## src/rtl/mul_sequencer_if.sv

```systemverilog
// Handshake/data bundle between the execute stage and the shift-add multiplier.
// Latency: none (wires only); the sequencer registers everything it drives.
// Backpressure: busy tells the issuing side to stall; start during busy is dropped.
// Ports: start/mulHigh/opA/opB/flush flow master->slave, busy/done/result slave->master.
interface mul_sequencer_if #(
    parameter int N = 64
);
    logic         start;
    logic         mulHigh;
    logic [N-1:0] opA;
    logic [N-1:0] opB;
    logic         flush;
    logic         busy;
    logic         done;
    logic [N-1:0] result;

    modport master (
        output start, mulHigh, opA, opB, flush,
        input  busy, done, result
    );

    modport slave (
        input  start, mulHigh, opA, opB, flush,
        output busy, done, result
    );
endinterface

```

## src/rtl/mul_sequencer.sv

```systemverilog
// Shift-add multiplier sequencer for MUL (low half) and UMULH (high half, unsigned).
// Latency: r+1 cycles from accept to done, r = max(1, msb index of opB + 1) <= N.
// Backpressure: busy high while running; start in RUN is ignored, flush aborts.
// Ports: clk (rising edge), reset (async active-low), bus (slave modport of mul_sequencer_if).
module mul_sequencer #(
    parameter int N = 64
) (
    input  logic           clk,
    input  logic           reset,
    mul_sequencer_if.slave bus
);

    typedef enum logic [1:0] {
        IDLE = 2'd0,
        RUN  = 2'd1,
        DONE = 2'd2
    } state_t;

    state_t           state_q, state_d;
    logic [2*N-1:0]   mcand_q, mcand_d;
    logic [N-1:0]     mplier_q, mplier_d;
    logic [2*N-1:0]   acc_q, acc_d;
    logic             hisel_q, hisel_d;
    logic [N-1:0]     result_q, result_d;

    logic             accept;
    logic [2*N-1:0]   acc_step;
    logic [N-1:0]     mplier_shr;

    // A request is only taken when the sequencer is free; flush beats start.
    assign accept     = bus.start && !bus.flush && (state_q == IDLE || state_q == DONE);
    assign acc_step   = mplier_q[0] ? (acc_q + mcand_q) : acc_q;
    assign mplier_shr = mplier_q >> 1;

    always_comb begin
        state_d  = state_q;
        mcand_d  = mcand_q;
        mplier_d = mplier_q;
        acc_d    = acc_q;
        hisel_d  = hisel_q;
        result_d = result_q;

        case (state_q)
            IDLE: begin
                state_d = IDLE;
            end
            RUN: begin
                acc_d    = acc_step;
                mcand_d  = mcand_q << 1;
                mplier_d = mplier_shr;
                if (bus.flush) begin
                    state_d = IDLE;
                end else if (mplier_shr == '0) begin
                    // Early exit: no multiplier bits left. The result is captured
                    // on this edge so it is already valid during the done cycle.
                    state_d  = DONE;
                    result_d = hisel_q ? acc_step[2*N-1:N] : acc_step[N-1:0];
                end
            end
            DONE: begin
                state_d = IDLE;
            end
            default: begin
                state_d = IDLE;
            end
        endcase

        // Accept overrides the IDLE/DONE fall-through so back-to-back requests
        // go straight from DONE into RUN without an idle bubble.
        if (accept) begin
            state_d  = RUN;
            mcand_d  = {{N{1'b0}}, bus.opA};
            mplier_d = bus.opB;
            acc_d    = '0;
            hisel_d  = bus.mulHigh;
        end
    end

    always_ff @(posedge clk or negedge reset) begin
        if (!reset) begin
            state_q  <= IDLE;
            mcand_q  <= '0;
            mplier_q <= '0;
            acc_q    <= '0;
            hisel_q  <= 1'b0;
            result_q <= '0;
        end else begin
            state_q  <= state_d;
            mcand_q  <= mcand_d;
            mplier_q <= mplier_d;
            acc_q    <= acc_d;
            hisel_q  <= hisel_d;
            result_q <= result_d;
        end
    end

    assign bus.busy   = (state_q == RUN);
    assign bus.done   = (state_q == DONE);
    assign bus.result = result_q;

endmodule

```

## src/flat_wrapper.sv

```systemverilog
// flat-port wrapper written by rule: the top's interface ports become plain ports
module mul_sequencer_flat 
#(
    parameter int N = 64
)
  (clk, reset, bus_start, bus_mulHigh, bus_opA, bus_opB, bus_flush, bus_busy, bus_done, bus_result);
  mul_sequencer_if #(.N(N)) bus_i ();
  input  logic clk;
  input  logic reset;
  input wire logic [$bits(bus_i.start)-1:0] bus_start;
  input wire logic [$bits(bus_i.mulHigh)-1:0] bus_mulHigh;
  input wire logic [$bits(bus_i.opA)-1:0] bus_opA;
  input wire logic [$bits(bus_i.opB)-1:0] bus_opB;
  input wire logic [$bits(bus_i.flush)-1:0] bus_flush;
  output wire logic [$bits(bus_i.busy)-1:0] bus_busy;
  output wire logic [$bits(bus_i.done)-1:0] bus_done;
  output wire logic [$bits(bus_i.result)-1:0] bus_result;
  assign bus_i.start = bus_start;
  assign bus_i.mulHigh = bus_mulHigh;
  assign bus_i.opA = bus_opA;
  assign bus_i.opB = bus_opB;
  assign bus_i.flush = bus_flush;
  assign bus_busy = bus_i.busy;
  assign bus_done = bus_i.done;
  assign bus_result = bus_i.result;
  mul_sequencer #(.N(N)) u_core (.clk(clk), .reset(reset), .bus(bus_i));
endmodule
```

## config.mk

```make
export PLATFORM = sky130hd
export DESIGN_NAME = mul_sequencer_flat
export DESIGN_NICKNAME = d
export VERILOG_FILES = /design/src/rtl/mul_sequencer_if.sv /design/src/rtl/mul_sequencer.sv /design/src/flat_wrapper.sv
export SDC_FILE = /design/constraint.sdc
export NUM_CORES = 1
export LEC_CHECK = 0
export ABC_CLOCK_PERIOD_IN_PS = 3300
export BUFFER_PORTS_ARGS = -buffer_cell sky130_fd_sc_hd__buf_2
export CAP_MARGIN = 10
export CORE_MARGIN = 2
export CORE_UTILIZATION = 56
export DETAILED_ROUTE_END_ITERATION = 7
export PLACE_DENSITY_LB_ADDON = 0.12
export RECOVER_POWER = 100
export SYNTH_ARGS = -nofsm -noshare
export SYNTH_HDL_FRONTEND = slang
export SYNTH_SLANG_ARGS = --single-unit
```

## constraint.sdc

```tcl
create_clock -name clk -period 3.3 [get_ports clk]
set_input_delay 0.165 -clock clk [delete_from_list [all_inputs] [get_ports clk]]
set_output_delay 0.165 -clock clk [all_outputs]
set_load 0.05 [all_outputs]
```

==> results of run 1 <==
[per-stage QoR]
stage,hold slack [ns],setup TNS (ns)
floorplan,-0.131,0
global placement,0.291,-4.93
detailed placement,0.315,-10.57
CTS,0.0779,-0.134
[logic make-up after synthesis]
group,share of synthesized area [%]
and+or+nand+nor,21.2
DFF,36.0
buffers and inverters,3.82
adders and majority gates,5.98
AOI/OAI and AO/OA,26.5
muxes,3.18
xor gates and xnor gates,3.29
[synth_stat cells, types with 25 or more instances]
library cell | instances | area (sq um)
nand2_1 | 694 | 2610
dfrtp_1 | 387 | 9680
o21ai_0 | 295 | 1480
a21oi_1 | 284 | 1420
nor2_1 | 224 | 841
clkbuf_1 | 176 | 661
ha_1 | 127 | 1590
a22oi_1 | 100 | 751
nand3_1 | 99 | 495
nand4_1 | 82 | 513
xnor2_1 | 64 | 561
mux2i_1 | 63 | 631
nor3_1 | 59 | 295
a31oi_1 | 53 | 332
inv_1 | 50 | 188
a21o_1 | 38 | 285
o21ai_1 | 37 | 185
xor2_1 | 37 | 324
a22o_1 | 36 | 315
o21bai_1 | 35 | 263
nor4_1 | 31 | 194
o21a_1 | 25 | 188
o31ai_1 | 25 | 188
[layer usage]
| metal | GRT usage [%] | GRT overflow |
|---|---|---|
| met3 | 75.1 | 28 |
| met4 | 81.8 | 90 |
| met5 | 56.2 | 2 |
| met1 | 86.2 | 13 |
| met2 | 96.1 | 93 |
[what timing repair did]
item                       CTS
pin swaps                   34
gates resized for setup    114
gates cloned                 0
setup endpoints to repair   89
setup buffers               19
hold buffers               130
hold endpoints to repair   223
==> results by group, run 1 <==
Run status
  • Status: did not finish
  • Failing step: global routing (5_1_grt)
  • Tool error: [ERROR GRT-0232] Routing congestion too high. Check the congestion heatmap in the GUI.

Yosys
  • Mapped Nets: ~3600
  • Warnings, synthesis: 0
  • Asr flop ratio synth: 100%
  • Synth unique cells: 99
  • #FFs+latches synth: just under 400
  • Post-synth EDFFs: 0
  • Post-synthesis cell area: 0.0269 sq mm
  • Sequential area share after synthesis: 36.0%
  • Synthesized area per cell: between 7 and 8 sq um
  • Ys flop type: dfrtp_1
  • Syn Inst Count: 3375

Global route
  • Largest net degree at the start of global routing: 128
  • Global route overflow: 226
  • GRT Overall Usage: a little under nine tenths

Clock network
  • Cts bufs inserted: 43
  • CTS max path bufs: 3
  • H-tree depth: 2
  • Clk root buf: clkbuf_16
  • Sink Count: approximately 390

Place
  • Placer congestion estimate: ~1.1
  • Place WS: -0.383 ns
  • Port Buffers: 198
  • Post-DP HPWL: about 94000 um
  • Cells after DPL: around 4700
  • Cell Area, Placed: approximately 0.034 sq mm

Floorplan
  • Die X: 223 um
  • Initial Utilization: a little under three fifths
  • I/O pin count: a little under 200
  • Die Ht: roughly 220 um
  • Num rows: 80

Timing
  • Worst_ep grt: u_core.acc_q[126]$_DFFE_PN0P_/D
  • Worst_ep kind: register data pin
==> inputs of run 2 (changes only) <==
--- a/config.mk
+++ b/config.mk
@@ -5,13 +5,13 @@
 export SDC_FILE = /design/constraint.sdc
 export NUM_CORES = 1
 export LEC_CHECK = 0
-export ABC_CLOCK_PERIOD_IN_PS = 3300
+export ABC_CLOCK_PERIOD_IN_PS = 4300
 export BUFFER_PORTS_ARGS = -buffer_cell sky130_fd_sc_hd__buf_2
 export CAP_MARGIN = 10
 export CORE_MARGIN = 2
-export CORE_UTILIZATION = 56
+export CORE_UTILIZATION = 40
 export DETAILED_ROUTE_END_ITERATION = 7
-export PLACE_DENSITY_LB_ADDON = 0.12
+export PLACE_DENSITY_LB_ADDON = 0.15
 export RECOVER_POWER = 100
 export SYNTH_ARGS = -nofsm -noshare
 export SYNTH_HDL_FRONTEND = slang
==> constraint.sdc (replaced) <==
create_clock -name clk -period 4.3 [get_ports clk]
set_input_delay 0.215 -clock clk [delete_from_list [all_inputs] [get_ports clk]]
set_output_delay 0.215 -clock clk [all_outputs]
set_load 0.05 [all_outputs]
==> run 2 against run 1 <==
Compared with the run above: the flow now finishes, with violations (capacitance limit, slew limit); synthesized cell count unchanged; area after synthesis is the same.
==> results by group, run 2 <==
Power and ir drop
  • Power density cells: 525 mW/mm^2
  • Peak supply drop: 0.425 mV
  • Pleak: 0.0135 uW

Clock network
  • Sink Count: between 300 and 400
  • Clk root buf: clkbuf_16
  • CTS max path bufs: 3
  • Cts bufs inserted: 47
  • Clock transition at path regs: 0.06 ns
  • Worst skew pair latency: 0.61 ns
  • H-tree depth: 2
  • CTS tree: done

Cells and area
  • Area Growth Syn to Fin: 17.4%
  • Layout cell share with drive strength beyond 1: about a tenth
  • Most frequent cells in the layout: nand2_1, dfrtp_1, o21ai_0
  • Fill cell count: ~6700
  • Nets@finish: between 3000 and 4000
  • Most common cell after layout, fill and taps aside: nand2_1
  • Largest regs: u_core.acc_q x128, u_core.mcand_q x128

Yosys
  • Top-count cell post-synth: nand2_1
  • Ys flop type: dfrtp_1
  • Synth unique cells: between 90 and 100
  • Syn Inst Count: approximately 3400
  • Asr flop ratio synth: between 90% and 100%
  • Area leader, netlist: dfrtp_1
  • Synthesized area per cell: 7.97 sq um
  • Synth top cells by count: nand2_1, dfrtp_1, o21ai_0
  • Sequential area share after synthesis: a little over a third
  • Warnings, synthesis: 0
  • Synth area leaders: dfrtp_1, nand2_1, ha_1
  • Mapped Nets: between 3000 and 4000
  • #FFs+latches synth: slightly below 400
  • Top-area cell type share of the netlist area: a little over a third
  • Post-synthesis cell area: around 0.027 sq mm
  • Post-synth EDFFs: 0

Floorplan
  • Core ar.: roughly 0.067 sq mm
  • Die Ht: between 200 and 300 um
  • Initial Utilization: ~40%
  • Total Die Area: slightly below 0.07 sq mm
  • Num rows: 95
  • Die X: roughly 260 um
  • I/O pin count: approximately 200

Timing
  • Slew margin rel.: -86.6%
  • RSZ-0062 raised after global routing: false
  • Setup Viol. Count Final: 0
  • Setup TNS: 0 ns
  • Final Hold Viols: 0
  • Setup WS post-layout: around 0.15 ns
  • Fin. max-slew vios: ~370
  • Worst slew pin tran: 2.80 ns
  • Clk_skew: ~0.022 ns
  • Fin crit share: roughly 96%
  • Fin crit period: 4.15 ns
  • Max Fclk: 241 MHz

Min path
  • Worst Hold Class: input pin to register
  • Hold endpoint: u_core.acc_q[117]
  • Worst hold stages: 5
  • Hold Crit Start: bus_start

Worst setup path
  • Critical-path cell list: inv_2 > nor2_4 > nor2_4 > buf_4 > a22oi_1 > nand2_1
  • End of the worst register-to-register path: u_core.acc_q[116]
  • Critical path peak fanout: 45
  • RR Startpoint: u_core.mplier_q[0]
  • WS Path Type: register to register
  • CP delay by family, top: buffers and inverters
  • Worst setup EP type: register
  • Delay of the slowest cell on the worst path: 1.19 ns
  • Critical path launch point type: register
  • Worst path bufs/invs: 2
  • FF-to-FF path depth: 6
  • FF-to-FF setup slack: 0.15 ns
  • CP max stage cell: dfrtp_1
  • Worst EP arrival: 4.68 ns
  • Worst path required time: about 4.8 ns
  • Critical Path Most Common Cell: nor2_4

Global route
  • GRT Overall Usage: between 30% and 40%
  • Antenna violations before repair: 4
  • Vias in the first global route: roughly 27000
  • Largest net degree at the start of global routing: between 150 and 200
  • Global route overflow: 0
  • Wire length of the first global-routing pass: 175000 um

Place
  • Post-DP HPWL: a little under 90000 um
  • Placer congestion estimate: between 1 and 1.5
  • Port Buffers: 198
  • Place WS: roughly 0.27 ns

Run status
  • Failing checks: capacitance limit, slew limit
  • Status: finished with violations

Route
  • DRC errors left: 0
  • Detailed Route WL: 118000 um
  • Iteration count of the initial detailed-routing pass: 5
  • Vias: around 28000
  • Iteration-0 DRC Markers: around 2800
  • Final ANT Viol Nets: 0
  • Vias per Instance: slightly above 6
  • WL per Instance: about 26 um

Run
  • Total of max-cap violations: 4
==> run 2: cell counts after synthesis <==
No cell type changed its count.
==> run 2: kinds of logic after synthesis <==
| group | synth area share [%] |
|---|---|
| flops | 36.0 |
| simple gates | 21.2 |
| compound gates | 26.5 |
| mux | 3.18 |
| fa+ha+maj | 5.98 |
| buf+inv | 3.82 |
| xor+xnor | 3.29 |
==> run 2: worst max-delay path by stage <==
stage	endpoint	slack (ns)	startpoint	depth (start not counted)
after detailed placement	u_core.bus.result[50]	0.27	u_core.acc_q[0]	12
final	u_core.acc_q[116]	0.15	u_core.mplier_q[0]	6
after floorplan	u_core.bus.result[50]	1.22	u_core.acc_q[0]	12
after CTS	u_core.bus.result[50]	0.25	u_core.acc_q[0]	12
after global routing	u_core.bus.result[59]	0.04	u_core.acc_q[14]	11
after global placement	u_core.bus.result[9]	0.32	u_core.acc_q[9]	12
==> run 2: per-stage QoR <==
step | power (uW) | util (%) | hold slack (ns) | instances | instance area [sq um]
after detailed placement | 12200 | 43.3 | 0.349 | 4308 | 28900
after CTS | 16500 | 47.6 | 0.280 | 4524 | 31800
after floorplan | 9430 | - | -0.0806 | 3375 | 26900
final | 16600 | 47.2 | 0.354 | 4526 | 31600
after global placement | 12200 | 43.3 | 0.353 | 4308 | 28900
after global routing | 17400 | 47.2 | 0.374 | 4526 | 31600
==> run 2: timing repair <==
action,in CTS,in global routing
endpoints found under the setup margin,0,1
endpoints found under the hold margin,223,0
hold buffers,131,0
resized for setup,0,1
buffers inserted,0,0
==> run 2: worst min-delay path, delay by kind of cell <==
kind / cells / cell delay, ns
buffers and inverters: 1 / 0.09
AO/OA/AOI/OAI: 1 / 0.05
AND/OR/NAND/NOR: 3 / 0.52
==> run 2: layout make-up <==
class,count,area (sq um),area share (%)
clock buffers,61,1320,4.17
inverters,50,193,0.610
repair buffers,406,2850,9.01
well taps,873,1090,3.46
multi-input cells,2723,16200,51.2
clock inverters,24,269,0.851
diodes,2,5.00,0.0158
flip-flops and latches,387,9690,30.7
==> run 2: per-layer routing <==
layer  wire length (um)  global-route usage, %  vias up
li1                   -                      -    12800
met1              51500                   46.9    13600
met2              50800                   50.1     1238
met3              10000                   6.12      259
met4               5580                   13.8        0
met5                  0                      0        -
==> run 2: power by group <==
part           internal [uW]  total, uW  leakage [uW]  switching [uW]
registers               4350       5170       0.00512             825
logic                   2360       7280       0.00764            4910
clock network           2420       4150      0.000781            1740
Power figures use the tool's default switching activity.
